$ cat config.mk
export PLATFORM = sky130hd
export DESIGN_NAME = guard_patrol_ctrl
export DESIGN_NICKNAME = d
export VERILOG_FILES = /design/src/rtl/guard_pkg.sv /design/src/rtl/guard_anim_div.sv /design/src/rtl/guard_patrol_ctrl.sv
export SDC_FILE = /design/constraint.sdc
export NUM_CORES = 1
export LEC_CHECK = 0
export CORE_UTILIZATION = 59
export CTS_CLUSTER_SIZE = 20
export DETAILED_ROUTE_END_ITERATION = 8
export GPL_TIMING_DRIVEN = 0
export HOLD_SLACK_MARGIN = 0.08
export PLACE_DENSITY = 0.86
export SLEW_MARGIN = 0
export SYNTH_ARGS = -nofsm -noshare
export SYNTH_HDL_FRONTEND = slang
export SYNTH_SLANG_ARGS = --single-unit
export TNS_END_PERCENT = 1
$ cat constraint.sdc
create_clock -name vga_clk -period 6.2 [get_ports vga_clk]
set_input_delay 1.24 -clock vga_clk [delete_from_list [all_inputs] [get_ports vga_clk]]
set_output_delay 1.24 -clock vga_clk [all_outputs]
set_load 0.02 [all_outputs]
$ cat src/rtl/guard_pkg.sv
`timescale 1ns/1ps
// Shared guard definitions: direction codes seen by the sprite block, patrol legs and FSM states.
package guard_pkg;

    localparam logic [2:0] DIR_LEFT  = 3'b000;
    localparam logic [2:0] DIR_RIGHT = 3'b001;
    localparam logic [2:0] DIR_DOWN  = 3'b010;
    localparam logic [2:0] DIR_UP    = 3'b011;
    localparam logic [2:0] DIR_STOP  = 3'b111;

    typedef enum logic [1:0] {LEG_RIGHT, LEG_DOWN, LEG_LEFT, LEG_UP} leg_t;

    typedef enum logic [1:0] {IDLE, WALK, PAUSE} patrol_state_t;

    function automatic logic [2:0] leg_dir(input leg_t leg);
        case (leg)
            LEG_RIGHT: return DIR_RIGHT;
            LEG_DOWN:  return DIR_DOWN;
            LEG_LEFT:  return DIR_LEFT;
            default:   return DIR_UP;
        endcase
    endfunction

    // Patrol runs clockwise around the rectangle.
    function automatic leg_t next_leg(input leg_t leg);
        case (leg)
            LEG_RIGHT: return LEG_DOWN;
            LEG_DOWN:  return LEG_LEFT;
            LEG_LEFT:  return LEG_UP;
            default:   return LEG_RIGHT;
        endcase
    endfunction

endpackage

$ cat src/rtl/guard_anim_div.sv
`timescale 1ns/1ps
// Walk-cycle divider: advances anim_phase once every ANIM_DIV enabled ticks; clear wins over tick.
module guard_anim_div #(
    parameter int ANIM_DIV = 8
) (
    input  logic       vga_clk,
    input  logic       Reset_n,
    input  logic       tick,
    input  logic       clear,
    output logic [1:0] anim_phase
);

    logic [7:0] div_cnt;

    always_ff @(posedge vga_clk or negedge Reset_n) begin
        if (!Reset_n) begin
            div_cnt    <= '0;
            anim_phase <= '0;
        end else if (clear) begin
            div_cnt    <= '0;
            anim_phase <= '0;
        end else if (tick) begin
            if (div_cnt == 8'(ANIM_DIV - 1)) begin
                div_cnt    <= '0;
                anim_phase <= anim_phase + 2'd1;
            end else begin
                div_cnt <= div_cnt + 8'd1;
            end
        end
    end

endmodule

$ cat src/rtl/guard_patrol_ctrl.sv
`timescale 1ns/1ps
// Guard patrol sequencer: walks a rectangular loop one step per frame with corner pauses.
module guard_patrol_ctrl
    import guard_pkg::*;
#(
    parameter logic [9:0] X_MIN        = 10'd100,
    parameter logic [9:0] X_MAX        = 10'd500,
    parameter logic [9:0] Y_MIN        = 10'd80,
    parameter logic [9:0] Y_MAX        = 10'd380,
    parameter int         STEP         = 2,
    parameter int         PAUSE_FRAMES = 30,
    parameter int         ANIM_DIV     = 8
) (
    input  logic       vga_clk,
    input  logic       Reset_n,
    input  logic       frame_tick,
    input  logic       enable,
    input  logic       freeze,
    output logic [9:0] GuardX,
    output logic [9:0] GuardY,
    output logic [2:0] direction_guard,
    output logic [1:0] anim_phase,
    output logic       corner
);

    patrol_state_t state_q, state_d;
    leg_t          leg_q, leg_d;
    logic [9:0]    x_d, y_d, new_coord;
    logic [7:0]    pause_cnt_q, pause_cnt_d;
    logic [2:0]    dir_d;
    logic          corner_d, walk_step, leg_end, anim_tick, anim_clear;
    logic          horiz, fwd, hit;
    logic [10:0]   cur, lim, cand;

    always_ff @(posedge vga_clk or negedge Reset_n) begin
        if (!Reset_n) begin
            state_q         <= IDLE;
            leg_q           <= LEG_RIGHT;
            GuardX          <= X_MIN;
            GuardY          <= Y_MIN;
            pause_cnt_q     <= '0;
            direction_guard <= DIR_STOP;
            corner          <= 1'b0;
        end else begin
            state_q         <= state_d;
            leg_q           <= leg_d;
            GuardX          <= x_d;
            GuardY          <= y_d;
            pause_cnt_q     <= pause_cnt_d;
            direction_guard <= dir_d;
            corner          <= corner_d;
        end
    end

    // Step math is 11 bits wide so a step past an edge clamps instead of wrapping.
    always_comb begin
        horiz = (leg_q == LEG_RIGHT) || (leg_q == LEG_LEFT);
        fwd   = (leg_q == LEG_RIGHT) || (leg_q == LEG_DOWN);
        cur   = horiz ? {1'b0, GuardX} : {1'b0, GuardY};
        case (leg_q)
            LEG_RIGHT: lim = {1'b0, X_MAX};
            LEG_DOWN:  lim = {1'b0, Y_MAX};
            LEG_LEFT:  lim = {1'b0, X_MIN};
            default:   lim = {1'b0, Y_MIN};
        endcase
        cand      = fwd ? cur + 11'(STEP) : cur - 11'(STEP);
        hit       = fwd ? (cand >= lim) : (cur <= lim + 11'(STEP));
        new_coord = hit ? lim[9:0] : cand[9:0];

        state_d     = state_q;
        leg_d       = leg_q;
        x_d         = GuardX;
        y_d         = GuardY;
        pause_cnt_d = pause_cnt_q;
        walk_step   = 1'b0;
        leg_end     = 1'b0;

        if (frame_tick) begin
            if (!enable) begin
                state_d     = IDLE;
                pause_cnt_d = '0;
            end else if (!freeze) begin
                case (state_q)
                    PAUSE: begin
                        pause_cnt_d = pause_cnt_q - 8'd1;
                        if (pause_cnt_q == 8'd1) state_d = WALK;
                    end
                    default: begin
                        walk_step = 1'b1;
                        if (horiz) x_d = new_coord;
                        else       y_d = new_coord;
                        if (hit) begin
                            leg_end     = 1'b1;
                            pause_cnt_d = 8'(PAUSE_FRAMES);
                            leg_d       = next_leg(leg_q);
                            state_d     = PAUSE;
                        end else begin
                            state_d = WALK;
                        end
                    end
                endcase
            end
        end
    end

    always_comb begin
        dir_d      = direction_guard;
        corner_d   = 1'b0;
        anim_tick  = 1'b0;
        anim_clear = 1'b0;
        if (frame_tick) begin
            corner_d   = leg_end;
            anim_clear = (state_d != WALK);
            anim_tick  = walk_step && !leg_end;
            dir_d      = (state_d == WALK && enable && !freeze) ? leg_dir(leg_d) : DIR_STOP;
        end
    end

    guard_anim_div #(.ANIM_DIV(ANIM_DIV)) u_anim_div (
        .vga_clk    (vga_clk),
        .Reset_n    (Reset_n),
        .tick       (anim_tick),
        .clear      (anim_clear),
        .anim_phase (anim_phase)
    );

endmodule

==> qor.txt, run 1 <==
Status = finished, final reports clean
Crit path max-delay family = compound AO/OA/AOI/OAI gates
R2R Path Start = leg_q[1]$_DFF_PN0_
Critical path class = flip-flop to flip-flop
Most frequent CP cell = ha_1
CP arrival = 6.00 ns
Vias in the first global route = 3,345
N_diodes = 0
Ports = 31
Fin crit period = 5.81 ns
Core area = 5920 sq um
Via count = 3,507
Hold Path Class = flip-flop to flip-flop
Maxcap violations = 0
Crit start category = flip-flop
Largest net degree at the start of global routing = 30
WP buf/inv = 5
Htree depth = 2
Postcts setup bufs = 0
Layout net count = 479
Root Buffer = clkbuf_8
Area Overhead vs Synth = 14.7%
Reg area = 1160 sq um
Die width = 80.3 um
Final slew viol count = 0
CTS buffer count = 5
Die Y = 80.3 um
Initial antenna violation count = 0
Syn Nets = 443
Register area share after synthesis = 32.1%
Detailed-router iteration count before antenna repair = 6
Starting Density = 61.1%
R2R Path End = GuardY[7]$_DFFE_PN0P_
CTS tree = built
Grt ovf = 0
FFs w/ async S/R, synth = 100%
Final setup viols = 0
CP required = 6.39 ns
Post-Syn Instances = 415
# fillers = 463
First-pass GRT wire length = 16.1 mm
Highest-delay cell along the critical path = a311oi_2
ANT nets after route = 0
Util after Layout = 70.1%
FP Rows = 28
Clk sinks = 46
Post-synthesis area per instance = 8.72 sq um
Post-synth EDFFs = 0
Fmax = 172 MHz
Worst-path clk slew = 0.09 ns
Via-to-Cell Ratio = 6.65
Chain of cells forming the critical path = inv_1 -> ha_1 -> buf_2 -> or2_2 -> clkbuf_1 -> inv_1 -> ha_1 -> a21o_1 -> a311oi_2 -> o32a_1 -> o22ai_1 -> a21oi_1 -> xor2_1 -> ha_1 -> a21o_1 -> nand2b_1 -> o32a_1 -> a221oi_4 -> a31o_4 -> buf_2 -> o21ai_0 -> mux2_2
Initial DRC count = 322
WL final = 9.92 mm
Rel. slew slack = 29.9%
Critical path's largest stage delay = 0.46 ns
Worst Setup EP = GuardY[7]$_DFFE_PN0P_
R2R cell count = 22
Final worst path period share = 93.8%
Unrepaired setup endpoints after global routing = false
Setup TNS = 0 ns
Endpoints failing hold = 0
Gr usage total = 32.8%
Crit. End Element = flip-flop
HPWL after DPL = 7.20 mm
Top_reg_cell synth = dfrtp_1
Routability congestion estimate = 0.992
R2R setup slack = 0.39 ns
Worst-case clock buffer depth = 2
Skew final = 0.0147 ns
Synth Warn # = 0
Critical path peak fanout = 10
Port Buffers = 29
Area of the multi-input gates = 2280 sq um
Most common cell after layout, fill and taps aside = nand2_1
CP Depth = 22
Number of remaining DRC errors = 0
Synth cell types = 74
WL/cell = 18.8 um
Crit path launch = leg_q[1]$_DFF_PN0_
Synth Register Bits = 46
Worst-margin pin slew = 1.04 ns
Synth Cell Area = 3620 sq um
Skew-Pair Late Insertion Delay = 0.31 ns
Total die area = 6450 sq um
CTS Hold Buffers Added = 0
CTS resizes = 0
Most frequent cells in the layout = nand2_1, dfrtp_1, nor2_1
Share of cells above drive strength 1 = 13.1%
synth_stat cells (3+ instances only):
library cell	number	share of area, %
a211o_1	3	0.73
xor2_1	6	1.5
and2_1	5	0.86
a22oi_1	3	0.62
a2bb2oi_1	3	0.73
o21ai_0	23	3.2
nor2_1	33	3.4
inv_1	20	2.1
a211oi_1	6	1.2
ha_1	23	8.0
clkbuf_1	8	0.83
o21a_1	4	0.83
a31oi_1	4	0.69
mux2_2	13	4.0
nand4_1	4	0.69
a21oi_2	3	0.73
mux2i_1	5	1.4
buf_2	7	0.97
or3_1	4	0.69
a21boi_0	3	0.62
dfrtp_1	38	26
or4_1	5	1.0
nor4_1	6	1.0
a21oi_1	24	3.3
a21o_1	11	2.3
o211ai_1	3	0.62
nand2b_1	8	1.4
nor3b_1	3	0.62
nand2_1	43	4.5
nor2b_1	4	0.69
dfstp_2	8	5.8
xnor2_1	9	2.2
nand3_1	9	1.2
nor3_1	13	1.8
registers in the layout (all words and copies together), names as in the netlist:
| name | flops |
|---|---|
| u_anim_div.anim_phase | 2 |
| pause_cnt_q | 8 |
| direction_guard | 3 |
| GuardY | 10 |
| u_anim_div.div_cnt | 8 |
| state_q | 2 |
| GuardX | 10 |
| corner | 1 |
| leg_q | 2 |
layout make-up:
cell class | count | area share, %
Multi-Input combinational cell | 330 | 54.9
Clock buffer | 5 | 1.66
Tap cell | 75 | 2.26
Clock inverter | 3 | 1.66
Timing Repair Buffer | 30 | 7.36
Inverter | 20 | 1.81
Buffer | 18 | 2.38
Sequential cell | 46 | 28.0
worst register-to-register path, cell delays in order (launching register included):
cell and delay (ns):
dfrtp_1 0.44, inv_1 0.12, ha_1 0.16, buf_2 0.27
or2_2 0.16, clkbuf_1 0.30, inv_1 0.26, ha_1 0.33
a21o_1 0.18, a311oi_2 0.46, o32a_1 0.23, o22ai_1 0.08
a21oi_1 0.18, xor2_1 0.23, ha_1 0.29, a21o_1 0.20
nand2b_1 0.15, o32a_1 0.32, a221oi_4 0.32, a31o_4 0.28
buf_2 0.27, o21ai_0 0.19, mux2_2 0.30
metal layers:
metal / GRT usage [%] / vias up / wire [um]
li1: - / 1591 / -
met1: 41.3 / 1711 / 4120
met2: 55.6 / 169 / 4880
met3: 4.32 / 36 / 540
met4: 15.2 / 0 / 379
met5: 0 / - / 0
per-stage QoR:
stage / cell area [sq um] / hold WS [ns] / cells / setup WS [ns]
2_1_floorplan: 3620 / 0.486 / 415 / 1.12
3_3_place_gp: 4000 / 0.478 / 519 / 0.459
3_5_place_dp: 4020 / 0.476 / 520 / 0.314
4_1_cts: 4150 / 0.492 / 528 / 0.285
5_1_grt: 4150 / 0.513 / 527 / 0.0470
6_report: 4150 / 0.492 / 527 / 0.387
how the worst min path moves through the flow:
stage                                              start                              to  slack (ns)  cells past startpoint
final                     direction_guard[2]$_DFFE_PN1P_  direction_guard[2]$_DFFE_PN1P_        0.49                      2
after detailed placement  direction_guard[2]$_DFFE_PN1P_  direction_guard[2]$_DFFE_PN1P_        0.48                      2
after floorplan                     state_q[0]$_DFF_PN0_            state_q[0]$_DFF_PN0_        0.49                      1
after global routing      direction_guard[2]$_DFFE_PN1P_  direction_guard[2]$_DFFE_PN1P_        0.51                      2
after CTS                 direction_guard[2]$_DFFE_PN1P_  direction_guard[2]$_DFFE_PN1P_        0.49                      2
after global placement    direction_guard[2]$_DFFE_PN1P_  direction_guard[2]$_DFFE_PN1P_        0.48                      2
logic make-up (layout without fill, tap and decap cells):
group,Yosys count,after routing,synth area share [%]
DFF,46,46,32.1
adders and majority gates,23,23,7.96
xor gates and xnor gates,15,15,3.63
and+or+nand+nor,153,153,21.5
AOI/OAI and AO/OA,120,120,24.1
muxes,19,19,5.81
buffers and inverters,39,76,4.91
Power of run 1 is not shown: default switching activity piles up to over one toggle a cycle in this logic, so the estimate is an artifact.
==> inputs of run 2 (changes only) <==
--- a/config.mk
+++ b/config.mk
@@ -11,7 +11,7 @@
 export GPL_TIMING_DRIVEN = 0
 export HOLD_SLACK_MARGIN = 0.08
 export PLACE_DENSITY = 0.86
-export SLEW_MARGIN = 0
+export SLEW_MARGIN = 20
 export SYNTH_ARGS = -nofsm -noshare
 export SYNTH_HDL_FRONTEND = slang
 export SYNTH_SLANG_ARGS = --single-unit
==> results of run 2 <==
No change in the layout: final DEF, timing and power equal those of run 1.
Power of run 2 is left out for the same reason.
==> inputs of run 3 (changes only) <==
--- a/config.mk
+++ b/config.mk
@@ -5,12 +5,13 @@
 export SDC_FILE = /design/constraint.sdc
 export NUM_CORES = 1
 export LEC_CHECK = 0
-export CORE_UTILIZATION = 59
+export ABC_AREA = 1
+export CORE_UTILIZATION = 58
 export CTS_CLUSTER_SIZE = 20
 export DETAILED_ROUTE_END_ITERATION = 8
 export GPL_TIMING_DRIVEN = 0
 export HOLD_SLACK_MARGIN = 0.08
-export PLACE_DENSITY = 0.86
+export PLACE_DENSITY = 0.85
 export SLEW_MARGIN = 20
 export SYNTH_ARGS = -nofsm -noshare
 export SYNTH_HDL_FRONTEND = slang
==> run 3 against run 2 <==
Non-clock buffer count down 11. Critical path depth up 5. Flip-flop and latch count unchanged. Via count down 9.2%. Setup slack better by 1.6 ns. Clock skew up 0.0023 ns. Design area down 7.3%. Maximum frequency up 39%.
==> qor.txt, run 3 <==
Area Overhead vs Synth = 14.7%
Count leader, synth = nand2_1
Layout net count = 542
Critical path class = flip-flop to flip-flop
FP Rows = 27
Synth Warn # = 0
Fmax = 238 MHz
Die Y = 78.1 um
Synth area leader = dfrtp_1
Crit. End Element = flip-flop
Largest cells by area after synthesis = dfrtp_1, nand2_1, ha_1, inv_1, dfstp_2
Htree depth = 2
WL/cell = 13.5 um
Top_reg_cell synth = dfrtp_1
HPWL after DPL = 6.11 mm
Via-to-Cell Ratio = 5.42
Initial DRC count = 183
Via count = 3,183
Most frequent cells in the layout = nand2_1, inv_1, dfrtp_1, nand3_1, nor2_1
Share of cells above drive strength 1 = 10.1%
Synth Cell Area = 3360 sq um
Skew-Pair Late Insertion Delay = 0.31 ns
Skew final = 0.0170 ns
Core area = 5540 sq um
Fin crit period = 4.19 ns
Critical path peak fanout = 12
FFs w/ async S/R, synth = 100%
Worst-path clk slew = 0.09 ns
Ports = 31
Endpoints failing hold = 0
Vias in the first global route = 2,995
Most common cell after layout, fill and taps aside = nand2_1
Crit start category = flip-flop
Final slew viol count = 0
Crit path launch = leg_q[0]$_DFF_PN0_
CTS buffer count = 5
First-pass GRT wire length = 13.7 mm
Status = finished, final reports clean
CTS tree = built
ANT nets after route = 0
Unrepaired setup endpoints after global routing = false
CP required = 6.40 ns
Grt ovf = 0
Synth Register Bits = 46
Gr usage total = 28.6%
CTS Hold Buffers Added = 0
Post-synthesis area per instance = 7.05 sq um
CTS resizes = 0
Initial antenna violation count = 0
Root Buffer = clkbuf_8
Postcts setup bufs = 0
Number of remaining DRC errors = 0
Worst-case clock buffer depth = 2
Total die area = 6090 sq um
Final setup viols = 0
Hold wc startpoint = direction_guard[2]$_DFFE_PN1P_
Largest net degree at the start of global routing = 35
Yosys top cell area share = 28.3%
Register area share after synthesis = 34.6%
Starting Density = 60.6%
Syn Nets = 504
Biggest regs = GuardX (10), GuardY (10)
Setup TNS = 0 ns
Routability congestion estimate = 0.916
R2R Path Start = leg_q[0]$_DFF_PN0_
Detailed-router iteration count before antenna repair = 5
Synth cell types = 37
CP arrival = 4.39 ns
Maxcap violations = 0
Clk sinks = 46
Final worst path period share = 67.6%
Rel. slew slack = 64.2%
Die width = 78.1 um
Post-Syn Instances = 476
Worst-margin pin slew = 0.536 ns
WL final = 7.95 mm
Post-synth EDFFs = 0
Top cells by count, synth = nand2_1, inv_1, dfrtp_1, nand3_1, nor2_1
N_diodes = 0
Port Buffers = 30
Hold Path Class = flip-flop to flip-flop
-- run 3: cell type report --
type                            instances  area (sq um)
Clock buffer                            6          72.6
Tap cell                               72          90.1
Inverter                               72           270
Timing Repair Buffer                   31           315
Clock inverter                          2          13.8
Sequential cell                        46          1160
Buffer                                  6          46.3
Fill cell                             482          1690
Multi-Input combinational cell        352          1880
-- run 3: worst max-delay path, stage by stage, from the launching register on --
cell,delay (ns)
dfrtp_1,0.38
inv_1,0.11
ha_1,0.27
nor2_2,0.46
inv_1,0.19
nor2_1,0.17
nand2_1,0.07
nand2_1,0.07
inv_1,0.04
nand2_1,0.10
nand2_1,0.09
o21ai_0,0.20
xor2_1,0.25
inv_1,0.07
ha_1,0.29
nand2_1,0.05
nor2_1,0.10
nand3_1,0.08
nand2_1,0.06
nor2_1,0.05
nand3_2,0.10
nand2_2,0.12
nand2_1,0.10
nand2_1,0.09
a21oi_4,0.24
o21ai_0,0.17
o21ai_1,0.11
a21oi_1,0.06
-- run 3: metal layers --
layer | global-route usage [%] | part of all wire (%) | vias to the layer above
met3 | 4.42 | 4.2 | 15
met1 | 36.5 | 45 | 1490
met4 | 10.7 | 2.0 | 0
li1 | - | - | 1598
met5 | 0 | 0 | -
met2 | 48.9 | 48 | 80
-- run 3: logic make-up (layout without fill, tap and decap cells) --
logic type | after synthesis | count (layout) | synth area share (%)
simple gates | 251 | 251 | 33.1
buf+inv | 78 | 117 | 9.43
compound gates | 66 | 66 | 11.1
flops | 46 | 46 | 34.6
fa+ha+maj | 23 | 23 | 8.58
xor+xnor | 12 | 12 | 3.13
-- run 3: final timing paths --
path	end	slack, ns	cells past startpoint
max in group asynchronous	GuardX[6]$_DFFE_PN1P_	4.84	2
worst max register to register	pause_cnt_q[5]$_DFFE_PN0P_	2.01	27
worst max-delay path	pause_cnt_q[5]$_DFFE_PN0P_	2.01	27
min in group asynchronous	pause_cnt_q[5]$_DFFE_PN0P_	0.81	1
worst min-delay path	direction_guard[2]$_DFFE_PN1P_	0.47	2
worst min register to register	direction_guard[2]$_DFFE_PN1P_	0.47	2
-- run 3: per-stage QoR --
step	util [%]	setup WS, ns	hold slack (ns)	area [sq um]	std cells
global placement	67.6	2.09	0.463	3750	578
CTS	69.4	2.02	0.475	3850	587
detailed placement	67.9	2.03	0.461	3760	579
finish	69.4	2.01	0.473	3850	587
floorplan	-	2.67	0.500	3360	476
global route	69.4	1.55	0.483	3850	587
Power of run 3 is left out for the same reason.
